`src/rtl/hall_slicer_pkg.sv`:
```
// Shared types and helpers for the hall-sensor revolution slicer.
package hall_slicer_pkg;

  typedef enum logic [1:0] {
    IDLE,
    CAL,
    RUN
  } hall_state_t;

  // Number of bits to shift the period right by to get one slice length.
  function automatic int unsigned slice_shift(int unsigned nb_slices);
    return $clog2(nb_slices);
  endfunction

endpackage

```
`src/rtl/hall_slicer_slice_timer.sv`:
```
// Splits one revolution into equal slices: pulses new_slice at each slice start and tracks
// the current slice index. A restart always wins over a regular slice boundary, and the index
// parks on the last slice until the next restart instead of wrapping.
module slice_timer
  import hall_slicer_pkg::*;
#(
  parameter int unsigned NB_SLICES = 256,
  parameter int unsigned CNT_W     = 32,
  parameter int unsigned IDX_W     = slice_shift(NB_SLICES)
) (
  input  logic             clk,
  input  logic             nrst,
  input  logic             enable,
  input  logic             restart,
  input  logic [CNT_W-1:0] slice_len,
  output logic             new_slice,
  output logic [IDX_W-1:0] slice_idx
);

  localparam logic [IDX_W-1:0] LAST_IDX = IDX_W'(NB_SLICES - 1);
  localparam logic [CNT_W-1:0] CNT_ONE  = CNT_W'(1);

  logic [CNT_W-1:0] slice_cnt_q, slice_cnt_d;
  logic [IDX_W-1:0] slice_idx_q, slice_idx_d;
  logic             new_slice_q, new_slice_d;

  // Next-state: disable clears, restart wins, otherwise advance on slice boundaries.
  always_comb begin
    slice_cnt_d = slice_cnt_q;
    slice_idx_d = slice_idx_q;
    new_slice_d = 1'b0;
    if (!enable) begin
      slice_cnt_d = '0;
      slice_idx_d = '0;
    end else if (restart) begin
      slice_cnt_d = '0;
      slice_idx_d = '0;
      new_slice_d = 1'b1;
    end else if ((slice_idx_q != LAST_IDX) && (slice_cnt_q == slice_len - CNT_ONE)) begin
      slice_cnt_d = '0;
      slice_idx_d = slice_idx_q + 1'b1;
      new_slice_d = 1'b1;
    end else if (slice_cnt_q != '1) begin
      // Keeps counting while parked on the last slice; saturates so it never re-arms.
      slice_cnt_d = slice_cnt_q + CNT_ONE;
    end
  end

  // Slice state registers.
  always_ff @(posedge clk or negedge nrst) begin
    if (!nrst) begin
      slice_cnt_q <= '0;
      slice_idx_q <= '0;
      new_slice_q <= 1'b0;
    end else begin
      slice_cnt_q <= slice_cnt_d;
      slice_idx_q <= slice_idx_d;
      new_slice_q <= new_slice_d;
    end
  end

  assign new_slice = new_slice_q;
  assign slice_idx = slice_idx_q;

endmodule

```
`src/rtl/hall_slicer.sv`:
```
// Turns magnet passes on the hall sensor into a revolution reference, measures the period
// and drives a slice timer that divides each revolution into NB_SLICES angular slices.
module hall_slicer
  import hall_slicer_pkg::*;
#(
  parameter int unsigned NB_SLICES = 256,
  parameter int unsigned CNT_W     = 32,
  parameter int unsigned MIN_GAP   = 1024,
  parameter int unsigned TIMEOUT   = 2 ** 26
) (
  input  logic                         clk,
  input  logic                         nrst,
  input  logic                         hall_in,
  output logic                         new_slice,
  output logic [$clog2(NB_SLICES)-1:0] slice_idx,
  output logic                         locked,
  output logic [CNT_W-1:0]             period
);

  localparam int unsigned      SLICE_SHIFT = slice_shift(NB_SLICES);
  localparam logic [CNT_W-1:0] MIN_GAP_C   = CNT_W'(MIN_GAP);
  localparam logic [CNT_W-1:0] TIMEOUT_C   = CNT_W'(TIMEOUT);
  localparam logic [CNT_W-1:0] CNT_ONE     = CNT_W'(1);

  hall_state_t      state_q;
  logic             hall_prev_q;
  logic [CNT_W-1:0] gap_cnt_q;
  logic [CNT_W-1:0] period_q;
  logic             locked_q;

  logic             raw_edge;
  logic             accepted;
  logic             timeout;
  logic             run_next;
  logic             restart;
  logic [CNT_W-1:0] elapsed;
  logic [CNT_W-1:0] slice_shifted;
  logic [CNT_W-1:0] slice_len;

  // Edge qualification, lockout and timeout decisions for this cycle.
  always_comb begin
    raw_edge = hall_prev_q & ~hall_in;
    // gap_cnt counts cycles strictly after an edge, so the interval including this cycle is +1.
    elapsed  = (gap_cnt_q == '1) ? gap_cnt_q : gap_cnt_q + CNT_ONE;
    accepted = raw_edge & ((elapsed >= MIN_GAP_C) | (state_q == IDLE));
    timeout  = (state_q != IDLE) & (elapsed >= TIMEOUT_C);
    restart  = accepted & (state_q != IDLE);
    run_next = accepted ? (state_q != IDLE) : ((state_q == RUN) & ~timeout);
  end

  // Slice length from the latest period, never zero.
  always_comb begin
    slice_shifted = period_q >> SLICE_SHIFT;
    slice_len     = (slice_shifted == '0) ? CNT_ONE : slice_shifted;
  end

  // Input history and saturating gap counter.
  always_ff @(posedge clk or negedge nrst) begin
    if (!nrst) begin
      hall_prev_q <= 1'b1;
      gap_cnt_q   <= '0;
    end else begin
      hall_prev_q <= hall_in;
      if (accepted) begin
        gap_cnt_q <= '0;
      end else if (gap_cnt_q != '1) begin
        gap_cnt_q <= gap_cnt_q + CNT_ONE;
      end
    end
  end

  // Reference FSM with registered period and lock flag.
  always_ff @(posedge clk or negedge nrst) begin
    if (!nrst) begin
      state_q  <= IDLE;
      period_q <= '0;
      locked_q <= 1'b0;
    end else if (accepted) begin
      unique case (state_q)
        IDLE: begin
          state_q  <= CAL;
          locked_q <= 1'b0;
        end
        CAL, RUN: begin
          state_q  <= RUN;
          period_q <= elapsed;
          locked_q <= 1'b1;
        end
        default: begin
          state_q  <= IDLE;
          locked_q <= 1'b0;
        end
      endcase
    end else if (timeout) begin
      // Period is kept so the last measurement stays observable after lock loss.
      state_q  <= IDLE;
      locked_q <= 1'b0;
    end
  end

  slice_timer #(
    .NB_SLICES(NB_SLICES),
    .CNT_W    (CNT_W),
    .IDX_W    (SLICE_SHIFT)
  ) u_slice_timer (
    .clk      (clk),
    .nrst     (nrst),
    .enable   (run_next),
    .restart  (restart),
    .slice_len(slice_len),
    .new_slice(new_slice),
    .slice_idx(slice_idx)
  );

  assign locked = locked_q;
  assign period = period_q;

endmodule

```
`config.mk`:
```
export PLATFORM = sky130hd
export DESIGN_NAME = hall_slicer
export DESIGN_NICKNAME = d
export VERILOG_FILES = /design/src/rtl/hall_slicer_pkg.sv /design/src/rtl/hall_slicer_slice_timer.sv /design/src/rtl/hall_slicer.sv
export SDC_FILE = /design/constraint.sdc
export NUM_CORES = 1
export LEC_CHECK = 0
export CORE_MARGIN = 3
export CORE_UTILIZATION = 65
export DETAILED_ROUTE_END_ITERATION = 8
export GPL_TIMING_DRIVEN = 0
export PLACE_DENSITY = 0.85
export SLEW_MARGIN = 30
export SYNTH_ARGS = -nofsm -noshare
export SYNTH_HDL_FRONTEND = slang
export SYNTH_SLANG_ARGS = --single-unit
export TNS_END_PERCENT = 100
```
`constraint.sdc`:
```
create_clock -name clk -period 11.4 [get_ports clk]
set_input_delay 2.85 -clock clk [delete_from_list [all_inputs] [get_ports clk]]
set_output_delay 2.85 -clock clk [all_outputs]
set_load 0.005 [all_outputs]
```
==> impl_metrics.tcl, run 1 <==
set metrics [dict create \
    fp.dieArea_um2 11700 \
    clock-root-buffer "clkbuf_8" \
    yosys-top-cells-count "dfrtp_1, nor2_1, nor3_1" \
    die_y_um 108 \
    hold_class "register to register" \
    synth_area_um2 6810 \
    yosys.cell_types.count 72 \
    final_nets 798 \
    combPwrFrac_pct 53.0 \
    synthArstFlopShare_pct 100 \
    synth_cells 733 \
    hold_end "period[5]" \
    drive_gt1_share_pct 8.82 \
    placed_area_um2 7440 \
    syn2layout_area_growth_pct 11.9 \
    p_clk_share_pct 13.6 \
    status "finished, final reports clean" \
    reg2reg_setup_slack_ps 6200 \
    numClockSinks 108 \
    num_vias 6119 \
    via_per_inst 6.60 \
    dr.pass1.iters 5 \
    fin_area_um2 7620 \
    tightest_slew_ps 815 \
    seq_area_frac_synth_pct 39.7 \
    post-cts-setup-buffers 0 \
    ctsHoldBuffers 0 \
    yosys_most_used_dff "dfrtp_1" \
    ios 45 \
    synth_top_area_cell "dfrtp_1" \
    dp_hpwl_um 13700 \
    avgRoutedWirePerCell_um 19.7 \
    cts_buffers 9 \
    relSlewSlack_pct 45.3 \
    die_w_um 108 \
    fin_crit_ps 5200 \
    fillers 722 \
    sw_frac_of_total_pct 43.8 \
    hold-path-cell-count 1 \
    grt_antenna_before_repair 0 \
    first_global_vias 5884 \
    fin_crit_sh_pct 45.6 \
    ir_worst_vdd_mv 0.113 \
    dp.cells 911 \
    p_seq_share_pct 33.3 \
    core-area_um2 9950 \
    grt_max_degree 56 \
    gp_congestion 1.01 \
    reg2reg_depth 16 \
    yosys_warnings 0 \
    yosysMostFrequentCell "dfrtp_1" \
    rsz0062_at_grt "false" \
    synth-edff-count 0 \
    drc 0 \
    p_int_uw 888 \
    gr-total-overflow 0 \
    worst_clock_skew_ps 12.6 \
    htree_levels 3 \
    clk_latency_ps 390 \
    synth_area_per_cell_um2 9.28 \
    final_antenna_net_count 0 \
    path_max_fanout 10 \
    fp-row-count 36 \
    wl_um 18300 \
    clk_pin_slew_ps 100 \
    report.final.slew_viol_count 0 \
    drt_iter0_markers 578 \
    cts_tree "done" \
    reg2reg_from "period[17]" \
    grt_pass1_wl_um 29800 \
    ys_seq_elements 108 \
    ys_top_cells_by_area "dfrtp_1, xor2_1, mux2i_1, xnor2_1, nor2_1" \
    crit_type "register to register" \
    crit_required_ps 11640 \
    min_from "period[5]" \
    setup_violations 0 \
    start_util_pct 68.4 \
    p_sw_uw 693 \
    worstPathArrival_ps 5440 \
    hold_violations 0 \
    rr_endpoint "u_slice_timer.slice_cnt_q[7]" \
    syn_nets 742 \
    p_leak_nw 3.16 \
    setup-tns-final_ps 0 \
    cp-start-kind "register" \
    cts_resized 0 \
    diodes 0 \
    power_density_nw_per_um2 208 \
    end_kind "register" \
    layout.cells.non_filler 927 \
    fmax_ghz 0.192 \
    cts_buffer_depth 2 \
    cap_violations 0 \
    port_buffers 44 \
    synth_top_area_share_pct 39.3 \
    track_usage_pct 32.6 \
]
-- layout make-up --
| class | instances | area (µm²) | share of cell area [%] |
|---|---|---|---|
| buffer | 32 | 169 | 2.22 |
| clock buffer | 12 | 145 | 1.91 |
| clock inverter | 4 | 25.0 | 0.329 |
| inverter | 38 | 143 | 1.87 |
| multi-input combinational | 555 | 3800 | 49.8 |
| sequential | 108 | 2700 | 35.5 |
| tap | 133 | 166 | 2.18 |
| timing repair buffer | 45 | 469 | 6.16 |
-- power groups by stage --
stage          combinational [mW]  clock, mW  sequential [mW]
3_5_place_dp                0.819          0            0.531
5_1_grt                     0.910      0.233            0.535
2_1_floorplan               0.563          0            0.510
4_1_cts                     0.823      0.218            0.524
6_report                    0.839      0.216            0.527
3_3_place_gp                0.793          0            0.525
-- through the flow --
| step | setup WS, ps | hold WS [ps] | utilization [%] | power, mW |
|---|---|---|---|---|
| floorplan | 7250 | 505 | - | 1.07 |
| global placement | 3550 | 488 | 74.5 | 1.32 |
| detailed placement | 6380 | 496 | 74.7 | 1.35 |
| CTS | 6330 | 518 | 76.5 | 1.56 |
| global route | 5990 | 522 | 76.5 | 1.68 |
| finish | 6200 | 520 | 76.5 | 1.58 |
-- kinds of logic after synthesis --
group,count (synthesis),share of synthesized area (%)
xor gates and xnor gates,82,10.6
AOI/OAI and AO/OA,91,9.51
muxes,46,6.93
adders and majority gates,6,1.10
DFF,108,39.7
and+or+nand+nor,330,27.6
buffers and inverters,70,4.58
-- how the worst max path moves through the flow --
stage | start | endpoint | depth (start not counted)
4_1_cts | period[17] | u_slice_timer.slice_cnt_q[1] | 16
3_5_place_dp | hall_in | period[30] | 7
5_1_grt | period[17] | u_slice_timer.slice_cnt_q[1] | 16
3_3_place_gp | nrst | gap_cnt_q[4] | 1
2_1_floorplan | hall_in | period[30] | 6
6_report | period[17] | u_slice_timer.slice_cnt_q[7] | 16
-- flip-flops by register name, summed over array words and instances, names as in the netlist --
register / flops
u_slice_timer.new_slice: 1
period: 32
state_q: 2
u_slice_timer.slice_cnt_q: 32
u_slice_timer.slice_idx: 8
hall_prev_q: 1
gap_cnt_q: 32
-- cells in the final DEF (no fill, tap or decap), types with 19 or more instances in the layout --
cell type        synthesis  routed
nand2_1                 35      35
inv_1                   38      38
mux2i_1                 37      37
a21oi_1                 20      20
nand3_1                 40      40
nand4_1                 22      22
nor2_1                  64      64
xor2_1                  44      44
clkdlybuf4s50_1          0      43
and2_1                  19      19
nor3_1                  46      46
xnor2_1                 38      38
dfrtp_1                107     107
-- worst max-delay path, stage by stage (launching register included) --
cell and delay [ps]:
dfrtp_1 440, buf_6 160, or4_1 510, buf_2 170, nor4_1 530, a21oi_1 240
ha_1 310, or4b_1 180, clkbuf_1 380, or4_4 250, nor2_1 40, or4_1 460
a211oi_1 250, nand3_1 190, nor2_1 380, clkbuf_1 460, nor3_1 130
-- metal layers --
metal  vias up  track usage, %  part of all wire [%]
met5         -               0                     0
met4         0            12.0                   2.6
met3        40            5.73                   6.8
met2       283            54.7                    49
met1      3027            42.6                    41
li1       2769               -                     -
No activity file was read; power rests on OpenSTA's default activity.
==> run 2: changes to the inputs <==
CORE_UTILIZATION = 54   (was 65)
PLACE_DENSITY = 0.75   (was 0.85)
clock period = 4.58 ns   (was 11.4 ns; I/O delays follow)
==> impl_metrics.tcl, run 2 (synthesis gave the netlist of run 1 again) <==
set metrics [dict create \
    cts_buffers 9 \
    num_vias 5896 \
    final_cell_mix "dfrtp_1, nor2_1, nor3_1" \
    start_util_pct 56.0 \
    fmax_ghz 0.228 \
    gr-total-overflow 0 \
    drt_iter0_markers 493 \
    hold_class "register to register" \
    track_usage_pct 27.0 \
    relSlewSlack_pct 44.7 \
    drc 0 \
    report.final.slew_viol_count 0 \
    placed_area_um2 7490 \
    worst_slack_ps 187 \
    fillers 1036 \
    die_w_um 118 \
    fp-row-count 40 \
    tightest_slew_ps 822 \
    first_global_vias 5764 \
    port_buffers 44 \
    combPwrFrac_pct 49.2 \
    gp_congestion 0.931 \
    path_max_fanout 10 \
    die_y_um 118 \
    clk_latency_ps 360 \
    grt_antenna_before_repair 0 \
    p_clk_share_pct 20.3 \
    ctsHoldBuffers 0 \
    power_density_nw_per_um2 544 \
    final_nets 798 \
    numClockSinks 108 \
    cts_buffer_depth 2 \
    worstPathArrival_ps 4690 \
    fp.dieArea_um2 14000 \
    rsz0062_at_grt "false" \
    wl_um 18400 \
    dp_slack_ps -445 \
    p_sw_mw 1.76 \
    sw_frac_of_total_pct 41.3 \
    p_seq_share_pct 30.5 \
    htree_levels 3 \
    avgRoutedWirePerCell_um 19.1 \
    status "finished, final reports clean" \
    fin_crit_ps 4390 \
    ios 45 \
    grt_pass1_wl_um 30500 \
    syn2layout_area_growth_pct 15.3 \
    setup_violations 0 \
    diodes 0 \
    grt_max_degree 71 \
    final_common_cell "dfrtp_1" \
    setup-tns-final_ps 0 \
    cap_violations 0 \
    hold-path-cell-count 1 \
    drive_gt1_share_pct 10.1 \
    reg2reg_depth 15 \
    worst_clock_skew_ps 9.73 \
    crit_type "register to register" \
    hold_violations 0 \
    clock-root-buffer "clkbuf_16" \
    core-area_um2 12200 \
    crit_required_ps 4870 \
    end_kind "register" \
    ir_worst_vdd_mv 0.280 \
    p_int_mw 2.50 \
    cts_tree "done" \
    dr.pass1.iters 5 \
    clk_pin_slew_ps 80 \
    via_per_inst 6.13 \
    p_leak_nw 3.25 \
    cp-start-kind "register" \
    fin_area_um2 7850 \
    fin_crit_sh_pct 95.9 \
    final_antenna_net_count 0 \
    dp_hpwl_um 13900 \
]
run 2: path summary, 6_finish.rpt:
check	start	to	slack, ps
setup / recovery	period[17]	u_slice_timer.slice_idx[2]	190
hold / removal	period[2]	period[2]	510
setup reg to reg	period[17]	u_slice_timer.slice_idx[2]	190
hold reg to reg	period[2]	period[2]	510
max in group asynchronous	nrst	hall_prev_q	3220
min in group asynchronous	nrst	u_slice_timer.slice_cnt_q[19]	690
run 2: through the flow:
step | util (%) | hold slack, ps | cells | power (mW)
finish | 64.5 | 512 | 962 | 4.26
detailed placement | 61.6 | 499 | 946 | 3.36
floorplan | - | 505 | 733 | 2.67
CTS | 64.3 | 517 | 961 | 4.24
global placement | 61.3 | 494 | 945 | 3.32
global route | 64.5 | 542 | 962 | 4.54
run 2: timing repair:
item / 4_1_cts / 5_1_grt
gates resized for setup: 5 / 6
buffers inserted: 0 / 1
setup endpoints to repair: 40 / 38
endpoints found under the hold margin: 0 / 0
pin swaps: 0 / 1
run 2: critical path: stages (launching register included):
cell and delay, ps:
dfrtp_1 420, buf_6 160, or4_1 500, buf_2 170
nor4_2 480, a21oi_2 130, ha_1 270, or4b_4 290
nor3_2 70, xnor2_1 120, o311a_1 330, a2111oi_1 460
nand4_2 270, buf_6 220, or3_1 300, a21oi_1 140
run 2: area by class of cell:
cell class / count / area [µm²] / share of cell area, %
Buffer: 31 / 171 / 2.18
Clock buffer: 10 / 229 / 2.92
Clock inverter: 6 / 93.8 / 1.20
Inverter: 38 / 143 / 1.82
Multi-Input combinational cell: 555 / 3820 / 48.7
Sequential cell: 108 / 2700 / 34.5
Tap cell: 168 / 210 / 2.68
Timing Repair Buffer: 46 / 477 / 6.08
run 2: power groups by stage:
stage	combinational, mW	clock [mW]	sequential (mW)
2_1_floorplan	1.40	0	1.27
3_3_place_gp	2.02	0	1.31
3_5_place_dp	2.04	0	1.32
4_1_cts	2.06	0.881	1.30
5_1_grt	2.29	0.914	1.33
6_report	2.10	0.865	1.30
run 2: per-layer routing:
layer	up-vias	global-route usage (%)	part of all wire, %
met5	-	0	0
met4	0	7.40	2.3
met3	35	4.88	4.5
met2	170	46.8	50
met1	2904	34.7	43
li1	2787	-	-
==> run 3: changes to the inputs <==
CORE_UTILIZATION = 58   (was 54)
DONT_BUFFER_PORTS = 1   (was unset)
PLACE_DENSITY = 0.76   (was 0.75)
RECOVER_POWER = 25   (was unset)
==> impl_metrics.tcl, run 3 (synthesis gave the netlist of run 1 again) <==
set metrics [dict create \
    avgRoutedWirePerCell_um 19.9 \
    cts_buffers 9 \
    slowest_delay_ps 510 \
    clk_latency_ps 360 \
    worstPathArrival_ps 4730 \
    wl_um 17700 \
    worst_slack_ps 130 \
    sw_frac_of_total_pct 43.6 \
    grt_max_degree 109 \
    cap_violations 0 \
    num_vias 5704 \
    reg2reg_setup_slack_ps 130 \
    dr.pass1.iters 7 \
    dp_slack_ps -465 \
    die_w_um 114 \
    setup-tns-final_ps 0 \
    clk_pin_slew_ps 70 \
    tightest_slew_ps 846 \
    fin_crit_sh_pct 97.2 \
    rr_endpoint "u_slice_timer.slice_idx[6]" \
    fin_crit_ps 4450 \
    end_kind "register" \
    gr-total-overflow 0 \
    reg2reg_depth 15 \
    combPwrFrac_pct 46.7 \
    htree_levels 3 \
    fp.dieArea_um2 13100 \
    power_density_nw_per_um2 551 \
    numClockSinks 108 \
    ctsHoldBuffers 0 \
    start_util_pct 60.9 \
    regArea_um2 2710 \
    status "finished, final reports clean" \
    fmax_ghz 0.225 \
    p_seq_share_pct 33.0 \
    grt_antenna_before_repair 0 \
    final_common_cell "dfrtp_1" \
    crit_path_frequent_cell "or4_1" \
    p_sw_mw 1.76 \
    fp-row-count 38 \
    placed_area_um2 6990 \
    die_y_um 114 \
    drc 0 \
    track_usage_pct 28.0 \
    final_cell_mix "dfrtp_1, nor2_1, nor3_1" \
    reg2reg_from "period[17]" \
    p_leak_nw 3.07 \
    crit_required_ps 4860 \
    gp_congestion 0.956 \
    hold_class "primary input to async pin" \
    worst_clock_skew_ps 8.55 \
    p_total_mw 4.04 \
    fin_area_um2 7330 \
    crit_path_top_delay_cell "or4_1" \
    drt_iter0_markers 432 \
    relSlewSlack_pct 43.2 \
    setup_violations 0 \
    crit_type "register to register" \
    worstPathBufferInverterCount 3 \
    multiInputGateArea_um2 3820 \
    hold_violations 0 \
    dp_hpwl_um 13100 \
    clock-root-buffer "clkbuf_16" \
    path_max_fanout 9 \
    cts_tree "done" \
    fin_util_pct 65.6 \
    path_cells "buf_6 > or4_1 > buf_2 > nor4_2 > a21oi_2 > ha_1 > or4b_4 > or4_4 > nor2_1 > or4_1 > a211oi_1 > nand4_2 > buf_4 > or3_1 > a21oi_1" \
    final_antenna_net_count 0 \
    ir_worst_vdd_mv 0.631 \
    ios 45 \
    syn2layout_area_growth_pct 7.78 \
    final_nets 753 \
    cp_top_family "simple AND/OR/NAND/NOR gates" \
    core-area_um2 11200 \
    cts_buffer_depth 2 \
    fillers 905 \
    port_buffers 0 \
    diodes 0 \
    first_global_vias 5848 \
    p_clk_share_pct 20.4 \
    p_int_mw 2.28 \
    via_per_inst 6.42 \
    report.final.slew_viol_count 0 \
    cp-start-kind "register" \
    drive_gt1_share_pct 10.8 \
    grt_pass1_wl_um 29100 \
]
==> run 3: cell types whose count changed in the layout (fill, tap and decap cells not counted) <==
cell	before	now
buf_16	1	0
clkinv_8	0	1
bufinv_16	2	1
dfrtp_1	107	105
buf_2	16	15
buf_6	4	3
clkdlybuf4s50_1	43	0
clkbuf_2	1	3
clkinvlp_4	0	1
dfrtp_2	0	2
clkbuf_1	8	7
clkinv_2	1	0
==> run 3: how the worst max path moves through the flow <==
| stage | from | endpoint | slack [ps] | depth (start not counted) |
|---|---|---|---|---|
| 2_1_floorplan | period[17] | u_slice_timer.slice_idx[2] | 510 | 16 |
| 3_3_place_gp | period[17] | u_slice_timer.slice_cnt_q[21] | -480 | 16 |
| 3_5_place_dp | period[17] | u_slice_timer.slice_cnt_q[4] | -470 | 16 |
| 4_1_cts | period[10] | u_slice_timer.slice_cnt_q[23] | 90 | 13 |
| 5_1_grt | period[17] | u_slice_timer.slice_idx[6] | -40 | 15 |
| 6_report | period[17] | u_slice_timer.slice_idx[6] | 130 | 15 |
==> run 3: repair_timing <==
action / CTS / global route
buffers inserted: 0 / 1
endpoints found under the hold margin: 0 / 0
setup endpoints to repair: 41 / 36
resized for setup: 6 / 8
==> run 3: per-layer routing <==
layer,up-vias,share of wire (%),GRT usage (%)
met4,0,2.5,10.3
li1,2673,-,-
met2,173,50,48.9
met5,-,0,0
met1,2821,42,34.7
met3,37,5.0,5.02
==> run 3: per-stage QoR <==
step,std cells,hold slack [ps]
global route,889,463
global placement,873,521
detailed placement,873,527
floorplan,733,505
finish,889,479
CTS,888,469
==> run 3: worst reg2reg max path, delay by kind of cell (launching register included) <==
| family | cells | cell delay, ps |
|---|---|---|
| adders and majority gates | 1 | 270 |
| AOI/OAI and AO/OA | 3 | 650 |
| and+or+nand+nor | 8 | 2510 |
| buffers and inverters | 3 | 550 |
| DFF | 1 | 410 |
==> run 3: power by group through the flow <==
stage               clock network [mW]  registers, mW  logic [mW]
floorplan                            0           1.27        1.40
global placement                     0           1.34        1.76
detailed placement                   0           1.35        1.80
CTS                              0.833           1.33        1.83
global route                     0.871           1.36        2.07
finish                           0.823           1.33        1.89
==> run 3: area by class of cell <==
| cell class | count | share of cell area (%) |
|---|---|---|
| flip-flops and latches | 108 | 36.9 |
| clock buffers | 10 | 3.12 |
| well taps | 140 | 2.39 |
| multi-input cells | 555 | 52.1 |
| inverters | 38 | 1.94 |
| repair buffers | 1 | 0.102 |
| clock inverters | 6 | 1.13 |
| plain buffers | 31 | 2.35 |
